**src/rtl/program_loader_rom_pkg.sv**
```systemverilog
`default_nettype none
// +----------------------------------------------------------------------+
// | Module      : program_loader_rom_pkg                                 |
// | Description : Shared types and constants for the program loader ROM. |
// | Revision    : 1.0 - initial release                                  |
// +----------------------------------------------------------------------+
package program_loader_rom_pkg;

  localparam int LOAD_NIBBLE_W = 4;
  localparam int PROG_DEPTH    = 16;
  localparam int INSTR_BITS    = 8;

  // CPU instruction word; the loader's INSTR_W must match its width.
  typedef logic [INSTR_BITS-1:0] instruction_t;

  // Loader sequencing states, explicitly encoded in 3 bits.
  typedef enum logic [2:0] {
    IDLE   = 3'd0,
    HEADER = 3'd1,
    DATA   = 3'd2,
    CHECK  = 3'd3,
    RUN    = 3'd4,
    ERROR  = 3'd5
  } loader_state_t;

endpackage
`default_nettype wire

```
**src/rtl/program_loader_rom_memory.sv**
```systemverilog
`default_nettype none
// +----------------------------------------------------------------------+
// | Module      : program_memory                                         |
// | Description : DEPTH x INSTR_W register array with one synchronous    |
// |               write port, one asynchronous read port and an          |
// |               asynchronous active-low clear.                         |
// | Revision    : 1.0 - initial release                                  |
// +----------------------------------------------------------------------+
module program_memory #(
  parameter int DEPTH   = 16,
  parameter int INSTR_W = 8,
  parameter int ADDR_W  = $clog2(DEPTH)
) (
  input  logic               clk,
  input  logic               reset,
  input  logic               we,
  input  logic [ADDR_W-1:0]  waddr,
  input  logic [INSTR_W-1:0] wdata,
  input  logic [ADDR_W-1:0]  raddr,
  output logic [INSTR_W-1:0] rdata
);

  logic [INSTR_W-1:0] r_mem [DEPTH];

  // Storage: cleared on reset, otherwise written one word per enabled cycle.
  always_ff @(posedge clk or negedge reset) begin
    if (!reset) begin
      for (int i = 0; i < DEPTH; i++) begin
        r_mem[i] <= '0;
      end
    end else if (we) begin
      r_mem[waddr] <= wdata;
    end
  end

  assign rdata = r_mem[raddr];

endmodule
`default_nettype wire

```
**src/rtl/program_loader_rom.sv**
```systemverilog
`default_nettype none
// +----------------------------------------------------------------------+
// | Module      : program_loader_rom                                     |
// | Description : Loads a checksummed program as a nibble stream, stores |
// |               it for the CPU fetch port and holds the CPU in reset   |
// |               until a load completes cleanly.                        |
// | Revision    : 1.0 - initial release                                  |
// +----------------------------------------------------------------------+
module program_loader_rom
  import program_loader_rom_pkg::*;
#(
  parameter int INSTR_W = 8,
  parameter int DEPTH   = PROG_DEPTH
) (
  input  logic                     clk,
  input  logic                     reset,
  input  logic                     load_start,
  input  logic                     load_valid,
  output logic                     load_ready,
  input  logic [LOAD_NIBBLE_W-1:0] load_data,
  input  logic [3:0]               instruction_addr,
  output logic [INSTR_W-1:0]       instruction,
  output logic                     cpu_reset,
  output logic                     load_done,
  output logic                     load_error
);

  localparam int c_NPI  = INSTR_W / LOAD_NIBBLE_W;
  localparam int c_NC_W = (c_NPI > 1) ? $clog2(c_NPI) : 1;
  localparam logic [c_NC_W-1:0] c_LAST_NIB = c_NC_W'(c_NPI - 1);

  loader_state_t            r_state;
  loader_state_t            w_state_next;
  logic [3:0]               r_count;
  logic [3:0]               r_wr_addr;
  logic [c_NC_W-1:0]        r_nib_cnt;
  logic [INSTR_W-1:0]       r_shift;
  logic [LOAD_NIBBLE_W-1:0] r_acc;

  logic                     w_ready;
  logic                     w_xfer;
  logic                     w_word_done;
  logic                     w_mem_we;
  logic [INSTR_W-1:0]       w_asm;
  logic [INSTR_W-1:0]       w_rdata;

  // The block only listens to the stream while a load is in progress.
  assign w_ready     = (r_state == HEADER) || (r_state == DATA) || (r_state == CHECK);
  assign load_ready  = w_ready;
  assign w_xfer      = load_valid && w_ready;
  assign w_word_done = (r_nib_cnt == c_LAST_NIB);
  // Newest nibble lands in the low bits, so the first nibble ends up as the MSBs.
  assign w_asm       = (r_shift << LOAD_NIBBLE_W) | INSTR_W'(load_data);
  // A restart request wins over a coincident nibble, so the write is suppressed.
  assign w_mem_we    = w_xfer && !load_start && (r_state == DATA) && w_word_done;

  // State register and loader datapath (count, address, assembler, checksum).
  always_ff @(posedge clk or negedge reset) begin
    if (!reset) begin
      r_state   <= IDLE;
      r_count   <= '0;
      r_wr_addr <= '0;
      r_nib_cnt <= '0;
      r_shift   <= '0;
      r_acc     <= '0;
    end else begin
      r_state <= w_state_next;
      if (load_start) begin
        r_wr_addr <= '0;
        r_nib_cnt <= '0;
        r_acc     <= '0;
      end else if (w_xfer) begin
        case (r_state)
          HEADER: begin
            r_count <= load_data;
            r_acc   <= load_data;
          end
          DATA: begin
            r_acc   <= r_acc ^ load_data;
            r_shift <= w_asm;
            if (w_word_done) begin
              r_nib_cnt <= '0;
              // Hold at the last address instead of wrapping past count.
              if (r_wr_addr != r_count) begin
                r_wr_addr <= r_wr_addr + 4'd1;
              end
            end else begin
              r_nib_cnt <= r_nib_cnt + 1'b1;
            end
          end
          default: ;
        endcase
      end
    end
  end

  // Next-state decode and status outputs.
  always_comb begin
    w_state_next = r_state;
    cpu_reset    = 1'b1;
    load_done    = 1'b0;
    load_error   = 1'b0;

    if (load_start) begin
      w_state_next = HEADER;
    end else begin
      case (r_state)
        IDLE:   w_state_next = IDLE;
        HEADER: if (load_valid) w_state_next = DATA;
        DATA:   if (w_mem_we && (r_wr_addr == r_count)) w_state_next = CHECK;
        CHECK:  if (load_valid) w_state_next = (load_data == r_acc) ? RUN : ERROR;
        RUN:    w_state_next = RUN;
        ERROR:  w_state_next = ERROR;
        default: w_state_next = IDLE;
      endcase
    end

    case (r_state)
      RUN: begin
        cpu_reset = 1'b0;
        load_done = 1'b1;
      end
      ERROR: load_error = 1'b1;
      default: ;
    endcase
  end

  program_memory #(
    .DEPTH   (DEPTH),
    .INSTR_W (INSTR_W),
    .ADDR_W  (4)
  ) u_program_memory (
    .clk   (clk),
    .reset (reset),
    .we    (w_mem_we),
    .waddr (r_wr_addr),
    .wdata (w_asm),
    .raddr (instruction_addr),
    .rdata (w_rdata)
  );

  // Fetch path: entries beyond the loaded count read as NOP, and nothing leaks outside RUN.
  assign instruction = ((r_state == RUN) && (instruction_addr <= r_count)) ? w_rdata : '0;

endmodule
`default_nettype wire

```
**config.mk**
```make
export PLATFORM = sky130hd
export DESIGN_NAME = program_loader_rom
export DESIGN_NICKNAME = d
export VERILOG_FILES = /design/src/rtl/program_loader_rom_pkg.sv /design/src/rtl/program_loader_rom_memory.sv /design/src/rtl/program_loader_rom.sv
export SDC_FILE = /design/constraint.sdc
export NUM_CORES = 1
export LEC_CHECK = 0
export ABC_AREA = 1
export CELL_PAD_IN_SITES_DETAIL_PLACEMENT = 1
export CELL_PAD_IN_SITES_GLOBAL_PLACEMENT = 1
export CORE_MARGIN = 10
export CORE_UTILIZATION = 40
export CTS_CLUSTER_DIAMETER = 50
export DETAILED_ROUTE_END_ITERATION = 12
export PLACE_DENSITY = 0.74
export SLEW_MARGIN = 20
export SYNTH_ARGS = -nofsm -noshare
export SYNTH_HDL_FRONTEND = slang
export SYNTH_SLANG_ARGS = --single-unit
```
**constraint.sdc**
```tcl
create_clock -name clk -period 2.65 [get_ports clk]
set_input_delay 0.53 -clock clk [delete_from_list [all_inputs] [get_ports clk]]
set_output_delay 0.53 -clock clk [all_outputs]
set_load 0.02 [all_outputs]
```
==> out/metrics.csv <==
stage,metric,value,unit
timing,setup_viol_count_final,0,
placement,gp_congestion,0.832,
worst_setup_path,cp_data_arrival_time,2.05,ns
outcome,status,finished clean,
clock_network,clkTransAtPathRegs,0.06,ns
power_and_ir_drop,static-leakage-power,4.51,nW
power_and_ir_drop,p_sw_share,30.0,%
drt,firstDrtPassIters,5,
power_and_ir_drop,total_power,6.61,mW
timing,period_minus_slack,2.58,ns
run,drv_cap,0,
placement,dp_cells,1227,
clock_network,clk_path_buf_depth,2,
drt,drt-total-wl,23800,um
drt,drt_iter0_drc,502,
worst_setup_path,worstSetupEndpointType,output pin,
placement,post_dp_cell_area,0.00828,sq mm
worst_setup_path,critPathRequiredTime,2.12,ns
clock_network,cts_sinks,148,
timing,finalClockSkew,0.00829,ns
worst_setup_path,startpoint_type,input port,
floorplanning,start_util,40.6,%
synthesis,synth_area_per_cell,7.74,sq um
synthesis,ys_seq_area_share,48.8,%
clock_network,clk_latency,0.43,ns
worst_setup_path,crit_fanout,23,
floorplanning,dieArea,0.0249,sq mm
synthesis,synth_edf_count,0,
drt,post_drt_wl_per_cell,18.9,um
synthesis,synth_nets,1003,
timing,fin_crit_sh,97.4,%
synthesis,yosysWarnings,0,
placement,portBuffers,23,
cells_and_area,final_cell_mix,"363 x nand2_1, 153 x nand3_1, 148 x dfrtp_1",
power_and_ir_drop,powerDensity,733,mW/mm^2
placement,dpl.hpwl,16100,um
grt,grt_pass1_vias,7036,
cells_and_area,drive_gt1_share,13.9,%
cells_and_area,nets,1037,
placement,dp_slack,-0.656,ns
floorplanning,io_pins,24,
min_path,hp-class,in2async,
floorplanning,coreArea,0.0187,sq mm
worst_setup_path,critPathKind,in2out,
grt,grt_max_degree,71,
power_and_ir_drop,switchingPower,1.98,mW
clock_network,cts_root_buf,clkbuf_16,
cells_and_area,diodes,0,
timing,worstMarginPinSlew,0.878,ns
clock_network,cts_inserted_buffers,17,
power_and_ir_drop,clkPwrFrac,41.6,%
floorplanning,num_rows,50,
cells_and_area,mostFrequentLayoutCell,nand2_1,
cells_and_area,finish.instance_area,0.00902,sq mm
power_and_ir_drop,p_int,4.63,mW
synthesis,async_flop_share,100,%
synthesis,syn-cell-area,0.00760,sq mm
synthesis,synth-seq-cells,148,
drt,via_per_inst,5.35,
synthesis,ys_types,29,
grt,antenna_found_initial,0,
drt,top_layer_used,met4,
power_and_ir_drop,power_frac_comb,17.7,%
drt,ant_nets,0,
clock_network,cts_tree,done,
grt,overflow,0,
timing,fin_ws,0.0690,ns
cells_and_area,fin_cells,1263,
timing,fmax,0.387,GHz
drt,drc,0,
drt,route.met2.wl,11600,um
clock_network,cts_hold_buf,0,
power_and_ir_drop,vdd_drop_max,0.456,mV
clock_network,htree_levels,4,
timing,slew_headroom,41.5,%
grt,grt_pass1_wl,39300,um
drt,wl_met3,977,um
synthesis,synth_cells,982,
drt,met1_length,10900,um
grt,track_usage,20.2,%
timing,final_max_slew_viol_count,0,
drt,vias,6756,
worst_setup_path,ff2ff_path_depth,10,
power_and_ir_drop,seq_power_share,40.7,%
floorplanning,die_w,158,um
timing,hold_viol,0,
synthesis,synth-main-ff-cell,dfrtp_1,
cells_and_area,synthToLayoutAreaGrowth,18.8,%
floorplanning,die_y,158,um
## stage by stage
step / util (%) / hold slack [ns] / TNS, ns
floorplan: - / 0.234 / 0
global placement: 44.2 / 0.450 / -4.24
detailed placement: 44.2 / 0.454 / -4.94
CTS: 47.8 / 0.135 / 0
global route: 48.2 / 0.156 / -0.0152
finish: 48.2 / 0.0969 / 0
## critical path, stage by stage
cell,delay (ns)
dlygate4sd2_1,0.27
buf_4,0.15
inv_1,0.11
buf_12,0.19
buf_4,0.13
nand3_1,0.08
nand3_1,0.09
nand2_1,0.07
a21oi_1,0.21
nor2_2,0.05
buf_4,0.16
## kinds of logic after synthesis
family / synth area share [%]
buffers and inverters: 6.65
adder cells (fa/ha/maj): 1.48
flip-flops: 48.8
AND/OR/NAND/NOR: 33.1
AO/OA/AOI/OAI: 9.52
XOR/XNOR: 0.461
## final cells by class
cell class | count | area (sq um)
clock buffers | 19 | 433
fillers | 2310 | 9680
flip-flops and latches | 148 | 3700
clock inverters | 13 | 231
repair buffers | 77 | 737
multi-input cells | 731 | 3470
well taps | 234 | 293
inverters | 41 | 154
## registers in the layout, summed over array words and instances, names as in the netlist
| register | cells |
|---|---|
| r_state | 3 |
| u_program_memory.r_mem | 128 |
| r_count | 4 |
| r_shift | 4 |
| r_acc | 4 |
| r_wr_addr | 4 |
| r_nib_cnt | 1 |
## Yosys cell counts (4+ instances only)
library cell | number | share of area, %
a21oi_1 | 30 | 2.0
a22oi_1 | 4 | 0.40
buf_2 | 10 | 0.66
buf_6 | 11 | 1.6
clkbuf_1 | 36 | 1.8
dfrtp_1 | 148 | 49
ha_1 | 9 | 1.5
inv_1 | 38 | 1.9
nand2_1 | 364 | 18
nand2_2 | 4 | 0.33
nand2_4 | 10 | 1.5
nand3_1 | 153 | 10
nor2_1 | 48 | 2.4
o21ai_0 | 46 | 3.0
o21ai_1 | 35 | 2.3
o21ai_2 | 14 | 1.6
xor2_1 | 4 | 0.46
## power groups by stage
stage / clock network [mW] / registers (mW) / logic (mW)
after floorplan: 0 / 2.52 / 0.715
after global placement: 0 / 2.72 / 1.01
after detailed placement: 0 / 2.72 / 1.03
after CTS: 2.78 / 2.68 / 1.09
after global routing: 2.90 / 2.72 / 1.33
final: 2.75 / 2.69 / 1.17
## layer usage
layer,vias to the layer above,global-route usage [%]
met5,-,0
met4,0,6.28
met3,33,3.23
met2,120,33.0
met1,3344,26.9
li1,3259,-
## worst paths after layout
check,startpoint,endpoint,slack [ns]
min,reset,u_program_memory.r_mem[56]$_DFFE_PN0P_,0.1
max reg2reg,r_state[2]$_DFFE_PN0P_,u_program_memory.r_mem[97]$_DFFE_PN0P_,0.47
min reg2reg,u_program_memory.r_mem[95]$_DFFE_PN0P_,u_program_memory.r_mem[95]$_DFFE_PN0P_,0.47
max in group asynchronous,reset,u_program_memory.r_mem[103]$_DFFE_PN0P_,1.78
max,instruction_addr[1],instruction[7],0.07
min in group clk,u_program_memory.r_mem[95]$_DFFE_PN0P_,u_program_memory.r_mem[95]$_DFFE_PN0P_,0.47
## repair_timing
item / in CTS / in global routing
endpoints found under the setup margin: 8 / 8
pin swaps: 5 / 6
buffers inserted: 1 / 3
gates cloned: 0 / 0
gates resized for setup: 46 / 11
Note: power is estimated with default switching activity, not from simulation.
